<file path="src/rtl/samus_motion_ctrl.sv">
// samus_motion_ctrl
//   Per-frame player motion engine sitting between the NIOS keycode export and
//   sprite_mapper. It decodes two USB HID key bytes into left/right/jump intents
//   and, once per VGA frame, integrates horizontal position and jump/gravity
//   physics.
//
// Ports
//   clk        in   1   system clock (CLOCK_50)
//   reset      in   1   synchronous, active-high
//   vsync      in   1   VGA_VS, active low; falling edge marks a new frame
//   enable     in   1   1 = game running, 0 = motion frozen
//   keycode    in   16  two HID codes [7:0],[15:8]; 0x04=A left, 0x07=D right, 0x1A=W jump
//   samus_x    out  10  sprite x (top-left)
//   samus_y    out  10  sprite y (top-left)
//   direction  out  1   0 = facing right, 1 = facing left
//   walk       out  1   walk animation phase bit
//   jump       out  1   1 while airborne
//
// Build option
//   SAMUS_DOUBLE_JUMP_EN : when defined, one extra take-off is allowed while
//   airborne (re-armed W press); the allowance is restored on landing.
//
// The take-off frame already applies the first upward step, so the sprite
// leaves the floor on the same frame the jump is accepted.
module samus_motion_ctrl #(
  parameter int unsigned X_START   = 304,
  parameter int unsigned X_MIN     = 0,
  parameter int unsigned X_MAX     = 608,
  parameter int unsigned GROUND_Y  = 400,
  parameter int unsigned WALK_STEP = 2,
  parameter int unsigned JUMP_V0   = 12,
  parameter int unsigned MAX_FALL  = 15,
  parameter int unsigned ANIM_DIV  = 8
) (
  input  logic        clk,
  input  logic        reset,
  input  logic        vsync,
  input  logic        enable,
  input  logic [15:0] keycode,
  output logic [9:0]  samus_x,
  output logic [9:0]  samus_y,
  output logic        direction,
  output logic        walk,
  output logic        jump
);

  localparam logic [7:0]  KEY_LEFT  = 8'h04;
  localparam logic [7:0]  KEY_RIGHT = 8'h07;
  localparam logic [7:0]  KEY_JUMP  = 8'h1A;
  localparam logic [10:0] X_MIN_W   = 11'(X_MIN);
  localparam logic [10:0] X_MAX_W   = 11'(X_MAX);
  localparam logic [10:0] STEP_W    = 11'(WALK_STEP);
  localparam logic [10:0] GROUND_W  = 11'(GROUND_Y);
  localparam logic [4:0]  JUMP_V0_W = 5'(JUMP_V0);
  localparam logic [4:0]  MAX_FALL_W = 5'(MAX_FALL);
  localparam int          ANIM_W    = (ANIM_DIV > 1) ? $clog2(ANIM_DIV) : 1;
  localparam logic [ANIM_W-1:0] ANIM_LAST = ANIM_W'(ANIM_DIV - 1);

  typedef enum logic [1:0] {
    ST_GROUND = 2'd0,
    ST_RISE   = 2'd1,
    ST_FALL   = 2'd2
  } state_t;

  state_t              state_r;
  logic                vsync_d_r;
  logic [9:0]          x_r;
  logic [9:0]          y_r;
  logic [4:0]          vy_r;
  logic                direction_r;
  logic                walk_r;
  logic                jump_r;
  logic                armed_r;
  logic [ANIM_W-1:0]   anim_cnt_r;
`ifdef SAMUS_DOUBLE_JUMP_EN
  logic                dj_used_r;
`endif

  logic        tick_s, step_s;
  logic        left_key_s, right_key_s, jump_key_s;
  logic        go_left_s, go_right_s, moving_s;
  logic [10:0] x_ext_s;
  logic [9:0]  x_left_s, x_right_s;
  logic        ground_launch_s, air_launch_s, launch_s;
  logic [4:0]  rise_v_s, rise_vy_s, fall_vy_s;
  logic [9:0]  rise_y_s;
  logic        rise_done_s, land_s;
  logic [10:0] fall_sum_s;

  // Key decode, frame tick and next-value arithmetic for position/velocity
  always_comb begin
    tick_s      = vsync_d_r & ~vsync;
    step_s      = tick_s & enable;
    left_key_s  = (keycode[7:0] == KEY_LEFT)  | (keycode[15:8] == KEY_LEFT);
    right_key_s = (keycode[7:0] == KEY_RIGHT) | (keycode[15:8] == KEY_RIGHT);
    jump_key_s  = (keycode[7:0] == KEY_JUMP)  | (keycode[15:8] == KEY_JUMP);
    go_left_s   = left_key_s & ~right_key_s;
    go_right_s  = right_key_s & ~left_key_s;
    moving_s    = go_left_s | go_right_s;

    // 11-bit arithmetic so neither clamp can wrap
    x_ext_s = {1'b0, x_r};
    if (x_ext_s < (X_MIN_W + STEP_W)) begin
      x_left_s = X_MIN_W[9:0];
    end else begin
      x_left_s = 10'(x_ext_s - STEP_W);
    end
    if ((x_ext_s + STEP_W) > X_MAX_W) begin
      x_right_s = X_MAX_W[9:0];
    end else begin
      x_right_s = 10'(x_ext_s + STEP_W);
    end

    ground_launch_s = (state_r == ST_GROUND) & jump_key_s & armed_r;
`ifdef SAMUS_DOUBLE_JUMP_EN
    air_launch_s = (state_r != ST_GROUND) & jump_key_s & armed_r & ~dj_used_r;
`else
    air_launch_s = 1'b0;
`endif
    launch_s = ground_launch_s | air_launch_s;

    // A take-off frame is a rise step starting from the launch velocity
    if (launch_s) begin
      rise_v_s = JUMP_V0_W;
    end else begin
      rise_v_s = vy_r;
    end
    if (y_r < {5'b00000, rise_v_s}) begin
      rise_y_s = 10'd0;
    end else begin
      rise_y_s = y_r - {5'b00000, rise_v_s};
    end
    rise_vy_s   = rise_v_s - 5'd1;
    rise_done_s = (rise_vy_s == 5'd0) | (rise_y_s == 10'd0);

    if (vy_r >= MAX_FALL_W) begin
      fall_vy_s = MAX_FALL_W;
    end else begin
      fall_vy_s = vy_r + 5'd1;
    end
    fall_sum_s = {1'b0, y_r} + {6'b000000, fall_vy_s};
    land_s     = (fall_sum_s >= GROUND_W);
  end

  // Frame-rate motion state machine; all registers advance only on an enabled tick
  always_ff @(posedge clk) begin
    if (reset) begin
      vsync_d_r   <= 1'b1;
      state_r     <= ST_GROUND;
      x_r         <= 10'(X_START);
      y_r         <= 10'(GROUND_Y);
      vy_r        <= 5'd0;
      direction_r <= 1'b0;
      walk_r      <= 1'b0;
      jump_r      <= 1'b0;
      armed_r     <= 1'b1;
      anim_cnt_r  <= '0;
`ifdef SAMUS_DOUBLE_JUMP_EN
      dj_used_r   <= 1'b0;
`endif
    end else begin
      vsync_d_r <= vsync;
      if (step_s) begin
        if (go_left_s) begin
          x_r         <= x_left_s;
          direction_r <= 1'b1;
        end else if (go_right_s) begin
          x_r         <= x_right_s;
          direction_r <= 1'b0;
        end else begin
          x_r         <= x_r;
          direction_r <= direction_r;
        end

        // Walk phase only animates on the floor; pre-tick state decides
        if (moving_s && (state_r == ST_GROUND)) begin
          if (anim_cnt_r == ANIM_LAST) begin
            anim_cnt_r <= '0;
            walk_r     <= ~walk_r;
          end else begin
            anim_cnt_r <= anim_cnt_r + ANIM_W'(1);
          end
        end else begin
          anim_cnt_r <= '0;
          walk_r     <= 1'b0;
        end

        // Re-arm requires a frame with W released, so a held key never re-triggers
        if (!jump_key_s) begin
          armed_r <= 1'b1;
        end else if (launch_s) begin
          armed_r <= 1'b0;
        end else begin
          armed_r <= armed_r;
        end

        if (launch_s || (state_r == ST_RISE)) begin
          y_r    <= rise_y_s;
          jump_r <= 1'b1;
          if (rise_done_s) begin
            state_r <= ST_FALL;
            vy_r    <= 5'd0;
          end else begin
            state_r <= ST_RISE;
            vy_r    <= rise_vy_s;
          end
        end else begin
          case (state_r)
            ST_FALL: begin
              if (land_s) begin
                y_r     <= 10'(GROUND_Y);
                vy_r    <= 5'd0;
                state_r <= ST_GROUND;
                jump_r  <= 1'b0;
              end else begin
                y_r     <= fall_sum_s[9:0];
                vy_r    <= fall_vy_s;
                jump_r  <= 1'b1;
              end
            end
            ST_GROUND: begin
              jump_r <= 1'b0;
            end
            default: begin
              state_r <= ST_GROUND;
              y_r     <= 10'(GROUND_Y);
              vy_r    <= 5'd0;
              jump_r  <= 1'b0;
            end
          endcase
        end

`ifdef SAMUS_DOUBLE_JUMP_EN
        if (air_launch_s) begin
          dj_used_r <= 1'b1;
        end else if ((state_r == ST_FALL) && land_s && !launch_s) begin
          dj_used_r <= 1'b0;
        end else begin
          dj_used_r <= dj_used_r;
        end
`endif
      end
    end
  end

  assign samus_x   = x_r;
  assign samus_y   = y_r;
  assign direction = direction_r;
  assign walk      = walk_r;
  assign jump      = jump_r;

endmodule

</file>
<file path="config.mk">
export PLATFORM = sky130hd
export DESIGN_NAME = samus_motion_ctrl
export DESIGN_NICKNAME = d
export VERILOG_FILES = /design/src/rtl/samus_motion_ctrl.sv
export SDC_FILE = /design/constraint.sdc
export NUM_CORES = 1
export LEC_CHECK = 0
export CAP_MARGIN = 15
export CORE_MARGIN = 5
export CORE_UTILIZATION = 55
export CTS_BUF_LIST = sky130_fd_sc_hd__clkbuf_4
export DETAILED_ROUTE_END_ITERATION = 12
export DONT_BUFFER_PORTS = 1
export PLACE_DENSITY = 0.72
export SLEW_MARGIN = 40
export SYNTH_ARGS = -nofsm -noshare
export SYNTH_HDL_FRONTEND = slang
export SYNTH_SLANG_ARGS = --single-unit
export TNS_END_PERCENT = 20
</file>
<file path="constraint.sdc">
create_clock -name clk -period 10.3 [get_ports clk]
set_input_delay 1.03 -clock clk [delete_from_list [all_inputs] [get_ports clk]]
set_output_delay 1.03 -clock clk [all_outputs]
set_load 0.02 [all_outputs]
</file>
==> results of run 1 <==
==> stage by stage <==
step	util	hold slack, ps
finish	0.5844	531.8
global route	0.5844	587.3
CTS	0.5844	532.5
detailed placement	0.5740	508.3
global placement	0.5733	495.0
floorplan	-	481.2
==> cells by family (layout without fill, tap and decap cells) <==
family	Yosys count	in the layout	synth area share
AOI/OAI and AO/OA	119	119	0.2867
xor gates and xnor gates	17	17	0.04973
adders and majority gates	21	21	0.09277
buffers and inverters	37	22	0.05014
DFF	34	34	0.2273
muxes	3	3	0.01045
other	1	1	0.001252
and+or+nand+nor	171	171	0.2817
==> cells in the mapped netlist, types with 2 or more instances <==
master / n
a211oi_1: 8
a2111oi_4: 2
o21ba_2: 2
inv_1: 13
and2_1: 3
dfxtp_1: 34
a221oi_1: 5
xnor2_1: 10
nor4_1: 6
nor3b_1: 4
o311ai_0: 2
a41oi_1: 2
ha_1: 19
nand2_1: 42
nand2b_1: 6
nor3_1: 21
and3_1: 7
mux2i_1: 2
o21ai_0: 19
fa_1: 2
a31oi_1: 10
a22oi_1: 6
nor2_1: 43
or2_2: 4
clkbuf_1: 20
o31ai_1: 6
o211ai_1: 2
or2_0: 2
o21a_1: 3
nand4_1: 5
a21oi_1: 28
nor2b_1: 5
o22ai_1: 3
a21o_1: 4
a211oi_2: 2
or3_1: 3
nand3b_1: 2
nand3_1: 11
xor2_1: 7
==> path summary, 6_finish.rpt <==
check                           slack, ps                          to  cells after the start
worst max-delay path                 5870     samus_y[0]$_SDFFE_PP0P_                     15
worst min-delay path                  530  anim_cnt_r[1]$_SDFFE_PP0P_                      2
worst max register to register       5870     samus_y[0]$_SDFFE_PP0P_                     15
worst min register to register        530  anim_cnt_r[1]$_SDFFE_PP0P_                      2
==> metal layers <==
metal | GRT usage | vias up | share of wire
li1 | - | 1451 | -
met3 | 0.05035 | 18 | 0.075
met4 | 0.06579 | 0 | 0.021
met5 | 0 | - | 0
met2 | 0.3261 | 114 | 0.45
met1 | 0.2879 | 1354 | 0.46
==> sequential cells by signal, indices dropped and copies added (netlist names) <==
register    flops
jump            1
samus_x         9
samus_y        10
state_r         2
walk            1
vy_r            5
direction       1
anim_cnt_r      3
vsync_d_r       1
armed_r         1
==> final cells by class <==
type	instances	area share
Multi-Input combinational cell	332	0.7125
Clock buffer	6	0.01481
Clock inverter	2	0.002879
Inverter	14	0.01728
Tap cell	70	0.02879
Sequential cell	34	0.2238
==> worst reg2reg max path: cells and delay by family, from the launching register on <==
kind / cells / cell delay (ps)
adders and majority gates: 4 / 1050
DFF: 1 / 370
AOI/OAI and AO/OA: 8 / 1990
and+or+nand+nor: 3 / 940
==> power groups by stage <==
stage / clock [uW] / combinational [uW] / sequential (uW)
6_report: 77.8 / 7.30 / 133
5_1_grt: 84.7 / 8.22 / 134
4_1_cts: 78.4 / 7.26 / 133
3_5_place_dp: 0 / 7.20 / 136
3_3_place_gp: 0 / 7.02 / 136
2_1_floorplan: 0 / 8.44 / 136
==> flow_metrics.py, run 1 <==
metrics = {
    "outcome": {
        "outcome": "completed",
    },
    "yosys": {
        "async_flop_share": 0,
        "synthesis_warnings": 0,
        "cell_accounting_for_the_most_synthesized_area": "dfxtp_1",
        "mappedNetlistArea_um2": 2994,
        "synth_area_leaders": "dfxtp_1 (23%), ha_1 (7.9%), nor2_1 (5.4%), nand2_1 (5.3%), a21oi_1 (4.7%)",
        "synthesis.nets": 444,
        "ys_dominant_reg_cell": "dfxtp_1",
        "ys_seq_area_frac": 0.2273,
        "synth.lib_cells_used.distinct": 67,
        "syn_area_per_cell_um2": 7.430,
        "syn_inst": 403,
        "count_of_flip_flops_with_a_built_in_enable_after_synthesis": 0,
        "synthDominantCellAreaShare": 0.2273,
        "ys_seq_elements": 34,
    },
    "sta": {
        "final.setup.tns_ps": 0,
        "final.setup_skew_ps": 13.81,
        "setup_viol_count_final": 0,
        "timing_hold_violations_final": 0,
        "timing.final.crit_share": 0.4304,
        "final_critical_path_required_period_ps": 4433,
        "timing_worst_slew_pin_value_ps": 695.0,
        "fin_ws_ps": 5867,
        "rsz_0062_raised_after_global_routing": "false",
        "relSlewSlack": 0.5360,
        "achievable-frequency_mhz": 225.6,
        "final_max_slew_viol_count": 0,
    },
    "cells_and_area": {
        "register_area_um2": 680.7,
        "insertedDiodeCount": 0,
        "fillCellCount": 503,
        "layout.cells.non_filler": 458,
        "final_area_um2": 3042,
        "most-common-layout-cells": "nor2_1 (43), nand2_1 (42), dfxtp_1 (34)",
        "layout_commonest_cell": "nor2_1",
        "multi_input_area_um2": 2167,
        "post_route_cells_drive_above_1_share": 0.06959,
        "finalNetCount": 428,
        "syn2layout_area_growth_pct": 1.588,
    },
    "grt": {
        "antenna_found_initial": 0,
        "grt_pass1_wl_um": 12420,
        "vias_in_the_first_global_route": 2575,
        "grt_use_total": 0.2105,
        "grt_start_max_net_pins": 39,
        "total_global_routing_overflow": 0,
    },
    "clock_tree": {
        "clock_sink_count": 34,
        "clk-insertion-delay-late_ps": 360,
        "postCtsSetupRepairBufs": 0,
        "cts_htree_levels": 2,
        "ctsHoldBuffers": 0,
        "cts_inserted_buffers": 5,
        "tritoncts": "done",
        "cts-root-to-sink-buffers": 2,
        "clk_pin_slew_ps": 120,
        "post_cts_resized": 0,
        "cts_root_buffer": "clkbuf_4",
    },
    "detailed_routing": {
        "route.detailed.drc": 0,
        "detailedRoute.firstPassIterationCount": 5,
        "initialDrtViolationCount": 297,
        "detailroute.via_count": 2937,
        "drt_wl_total_um": 7522,
        "antenna_violating_nets_post_route": 0,
        "avgViaCountPerCell": 6.413,
        "detail_route.wl_per_cell_um": 16.42,
    },
    "place": {
        "post-place-cells": 450,
        "globalplace.congestion": 0.8868,
        "placement.setup.worst_slack_ps": 5873,
        "post_dp_hpwl_um": 5502,
        "dpl_cell_area_um2": 2988,
        "port-buffer-count": 0,
    },
    "power": {
        "p_seq_frac": 0.610,
        "power.internal_uw": 163.5,
        "p_sw_frac": 0.2518,
        "clkPwrFrac": 0.356,
        "overall_power_uw": 218.5,
        "netSwitchingPower_uw": 55.00,
        "ir_drop_worst_vdd_uv": 36.72,
        "power-per-cell-area_nw_per_um2": 71.83,
        "comb_power_share": 0.033,
        "reported_leakage_power_uw": 0.001071,
    },
    "worst_setup_path": {
        "delay_contributed_by_the_slowest_stage_of_the_critical_path_ps": 580,
        "timing.rr.start": "vy_r[0]$_SDFFE_PP0P_",
        "critical_path.max_fanout": 14,
        "cp-end-kind": "flip-flop",
        "worst_setup_path_type": "reg2reg",
        "worstSetupStartpointType": "flip-flop",
        "slowest_stage_cell_on_the_critical_path": "nor2_2",
        "number_of_buffers_and_inverters_on_the_critical_path": 0,
        "critPathLaunch": "vy_r[0]$_SDFFE_PP0P_",
        "path_cells": "ha_1 -> and3_1 -> ha_1 -> a211oi_1 -> nand2_1 -> ha_1 -> fa_1 -> a21o_1 -> a21oi_1 -> o21bai_1 -> o31ai_1 -> o311ai_0 -> nor2_2 -> a221oi_1 -> a211oi_1",
        "crit_arrival_ps": 4720,
        "worst-endpoint-required_ps": 10580,
        "timing.critical_path.mode_cell": "ha_1",
        "critPathTopFamily": "compound AO/OA/AOI/OAI gates",
    },
    "die": {
        "ioPinCount": 43,
        "die_x_um": 83.78,
        "floorplan.die_area_um2": 7019,
        "placeableCoreArea_um2": 5205,
        "initial_utilization": 0.5752,
        "floorplan.die.height_um": 83.78,
        "placementRows": 26,
    },
    "worst_hold_path": {
        "kind_of_path_behind_the_tightest_hold_check": "reg2reg",
        "hp-start": "anim_cnt_r[1]$_SDFFE_PP0P_",
    },
    "run": {
        "drv_cap": 0,
    },
}
(Power assumes the default switching activity.)
==> inputs of run 2 (changes only) <==
--- a/config.mk
+++ b/config.mk
@@ -11,7 +11,7 @@
 export CTS_BUF_LIST = sky130_fd_sc_hd__clkbuf_4
 export DETAILED_ROUTE_END_ITERATION = 12
 export DONT_BUFFER_PORTS = 1
-export PLACE_DENSITY = 0.72
+export PLACE_DENSITY = 0.75
 export SLEW_MARGIN = 40
 export SYNTH_ARGS = -nofsm -noshare
 export SYNTH_HDL_FRONTEND = slang
==> constraint.sdc (replaced) <==
create_clock -name clk -period 3.7 [get_ports clk]
set_input_delay 0.37 -clock clk [delete_from_list [all_inputs] [get_ports clk]]
set_output_delay 0.37 -clock clk [all_outputs]
set_load 0.02 [all_outputs]
==> run 2 against run 1 <==
Against the previous run: the run now ends with setup timing left; power rose to 2.7 times the previous value; clock skew fell by 8.1 ps; global-route usage rose by 1.3 points; first-iteration DRC count rose by 33%; setup slack got worse by 5900 ps; die area did not move; final cell count rose by 6.1%; worst hold slack got worse by 450 ps; critical path depth rose by 1; via count rose by 5.8%; critical path type unchanged; highest routed layer unchanged.
==> flow_metrics.py, run 2 (synthesized netlist as in run 1, its figures left out) <==
metrics = {
    "sta": {
        "fin_ws_ps": -27.69,
        "setup_viol_count_final": 2,
        "holdWs_ps": 82.80,
        "timing_hold_violations_final": 0,
        "final_critical_path_required_period_ps": 3728,
        "final.setup_skew_ps": 5.666,
        "relSlewSlack": 0.4818,
        "final_max_slew_viol_count": 0,
        "timing.final.crit_share": 1.007,
        "achievable-frequency_mhz": 268.3,
        "timing_worst_slew_pin_value_ps": 777.3,
    },
    "power": {
        "ir_drop_worst_vdd_uv": 96.31,
        "power.internal_uw": 445.2,
        "p_sw_frac": 0.2449,
        "p_seq_frac": 0.630,
        "clkPwrFrac": 0.335,
        "netSwitchingPower_uw": 144.4,
        "power-per-cell-area_nw_per_um2": 169.5,
        "reported_leakage_power_uw": 0.001250,
        "comb_power_share": 0.036,
    },
    "detailed_routing": {
        "initialDrtViolationCount": 394,
        "detail_route.wl_per_cell_um": 17.49,
        "detailroute.via_count": 3108,
        "antenna_violating_nets_post_route": 0,
        "drt_wl_total_um": 8502,
        "route.detailed.drc": 0,
        "detailedRoute.firstPassIterationCount": 5,
        "avgViaCountPerCell": 6.395,
    },
    "worst_hold_path": {
        "kind_of_path_behind_the_tightest_hold_check": "in2reg",
        "hp-start": "reset",
    },
    "worst_setup_path": {
        "critPathLaunch": "vy_r[0]$_SDFFE_PP0P_",
        "cp-end-kind": "flip-flop",
        "worst-endpoint-required_ps": 3910,
        "timing.rr.start": "vy_r[0]$_SDFFE_PP0P_",
        "worstSetupStartpointType": "flip-flop",
        "worst_setup_path_type": "reg2reg",
        "critical_path.max_fanout": 7,
        "crit_arrival_ps": 3940,
    },
    "grt": {
        "grt_pass1_wl_um": 13280,
        "grt_use_total": 0.2234,
        "antenna_found_initial": 0,
        "grt_start_max_net_pins": 39,
        "total_global_routing_overflow": 0,
        "vias_in_the_first_global_route": 2749,
    },
    "cells_and_area": {
        "insertedDiodeCount": 0,
        "layout.cells.non_filler": 486,
        "syn2layout_area_growth_pct": 16.17,
        "finalNetCount": 457,
        "post_route_cells_drive_above_1_share": 0.1923,
        "layout_commonest_cell": "nor2_1",
        "largest_reg_flops": 10,
        "most-common-layout-cells": "nor2_1 (43), nand2_1 (42), dfxtp_1 (32)",
        "fillCellCount": 431,
        "register_area_um2": 683.2,
        "multi_input_area_um2": 2356,
    },
    "clock_tree": {
        "cts_htree_levels": 2,
        "cts_root_buffer": "clkbuf_4",
        "ctsHoldBuffers": 0,
        "cts_inserted_buffers": 5,
        "clk-insertion-delay-late_ps": 350,
        "clk_pin_slew_ps": 100,
        "clock_sink_count": 34,
        "cts-root-to-sink-buffers": 2,
        "tritoncts": "done",
    },
    "die": {
        "die_x_um": 83.78,
        "placeableCoreArea_um2": 5205,
        "initial_utilization": 0.5752,
        "placementRows": 26,
        "ioPinCount": 43,
        "floorplan.die.height_um": 83.78,
        "floorplan.die_area_um2": 7019,
    },
    "outcome": {
        "outcome": "complete, but fails checks",
        "failed_checks": "setup timing",
    },
    "place": {
        "port-buffer-count": 0,
        "globalplace.congestion": 0.9060,
        "post-place-cells": 472,
        "post_dp_hpwl_um": 5751,
    },
    "run": {
        "drv_cap": 0,
    },
}
-- run 2: cell count changes in the layout (fill, tap and decap cells not counted), sizes merged --
cell  previous run  this run
buf              0        28
-- run 2: worst paths after layout --
check	to	cells after the start	slack (ps)
max reg2reg	samus_y[0]$_SDFFE_PP0P_	16	-30
min	direction$_SDFFE_PP0P_	1	80
min reg2reg	anim_cnt_r[1]$_SDFFE_PP0P_	2	530
max	samus_y[0]$_SDFFE_PP0P_	16	-30
-- run 2: repair_timing --
item	CTS	global route
buffers inserted	3	3
setup endpoints to repair	6	14
pin swaps	1	10
gates resized for setup	3	31
gates cloned	0	1
-- run 2: area by class of cell --
cell class                      count  area share
Tap cell                           70     0.02518
Timing Repair Buffer               29     0.07230
Sequential cell                    34      0.1964
Inverter                           14     0.01511
Clock buffer                        5     0.01079
Clock inverter                      2    0.002878
Multi-Input combinational cell    332      0.6773
-- run 2: layer usage --
| layer | routed length, um | track usage |
|---|---|---|
| met1 | 3633 | 0.3115 |
| met2 | 4029 | 0.3449 |
| met3 | 722 | 0.05232 |
| met4 | 117 | 0.05848 |
| met5 | 0 | 0 |
-- run 2: critical path: stages (launching register included) --
cell,delay (ps)
dfxtp_2,350
ha_4,160
and3_4,180
ha_4,170
a211oi_4,250
nand2_1,140
ha_2,220
fa_2,360
a21o_1,200
a21oi_2,220
o21bai_2,110
or3_4,390
a31oi_4,220
nor2_4,90
buf_12,160
a221oi_1,280
a211oi_1,80
-- run 2: per-stage QoR --
stage / worst slack, ps / utilization / cell area (um^2) / setup TNS [ps] / total power (uW)
floorplan: 50.32 / - / 2999 / 0 / 402.2
global route: -119.4 / 0.6683 / 3478 / -621.0 / 609.8
finish: -27.69 / 0.6683 / 3478 / -27.74 / 589.6
detailed placement: -129.5 / 0.6084 / 3167 / -465.5 / 400.0
global placement: 4.913 / 0.6084 / 3167 / 0 / 399.6
CTS: 32.66 / 0.6262 / 3259 / 0 / 591.6
-- run 2: power groups by stage --
stage | registers, uW | clock network (uW) | logic [uW]
2_1_floorplan | 379 | 0 | 23.5
3_3_place_gp | 380 | 0 | 20.0
3_5_place_dp | 380 | 0 | 20.3
4_1_cts | 371 | 200 | 20.5
5_1_grt | 372 | 214 | 24.2
6_report | 371 | 197 | 21.2
==> inputs of run 3 (changes only) <==
--- a/config.mk
+++ b/config.mk
@@ -12,7 +12,7 @@
 export DETAILED_ROUTE_END_ITERATION = 12
 export DONT_BUFFER_PORTS = 1
 export PLACE_DENSITY = 0.75
-export SLEW_MARGIN = 40
+export SLEW_MARGIN = 20
 export SYNTH_ARGS = -nofsm -noshare
 export SYNTH_HDL_FRONTEND = slang
 export SYNTH_SLANG_ARGS = --single-unit
==> results of run 3 <==
Same layout as run 2: the final DEF is identical, and so are final timing and power.
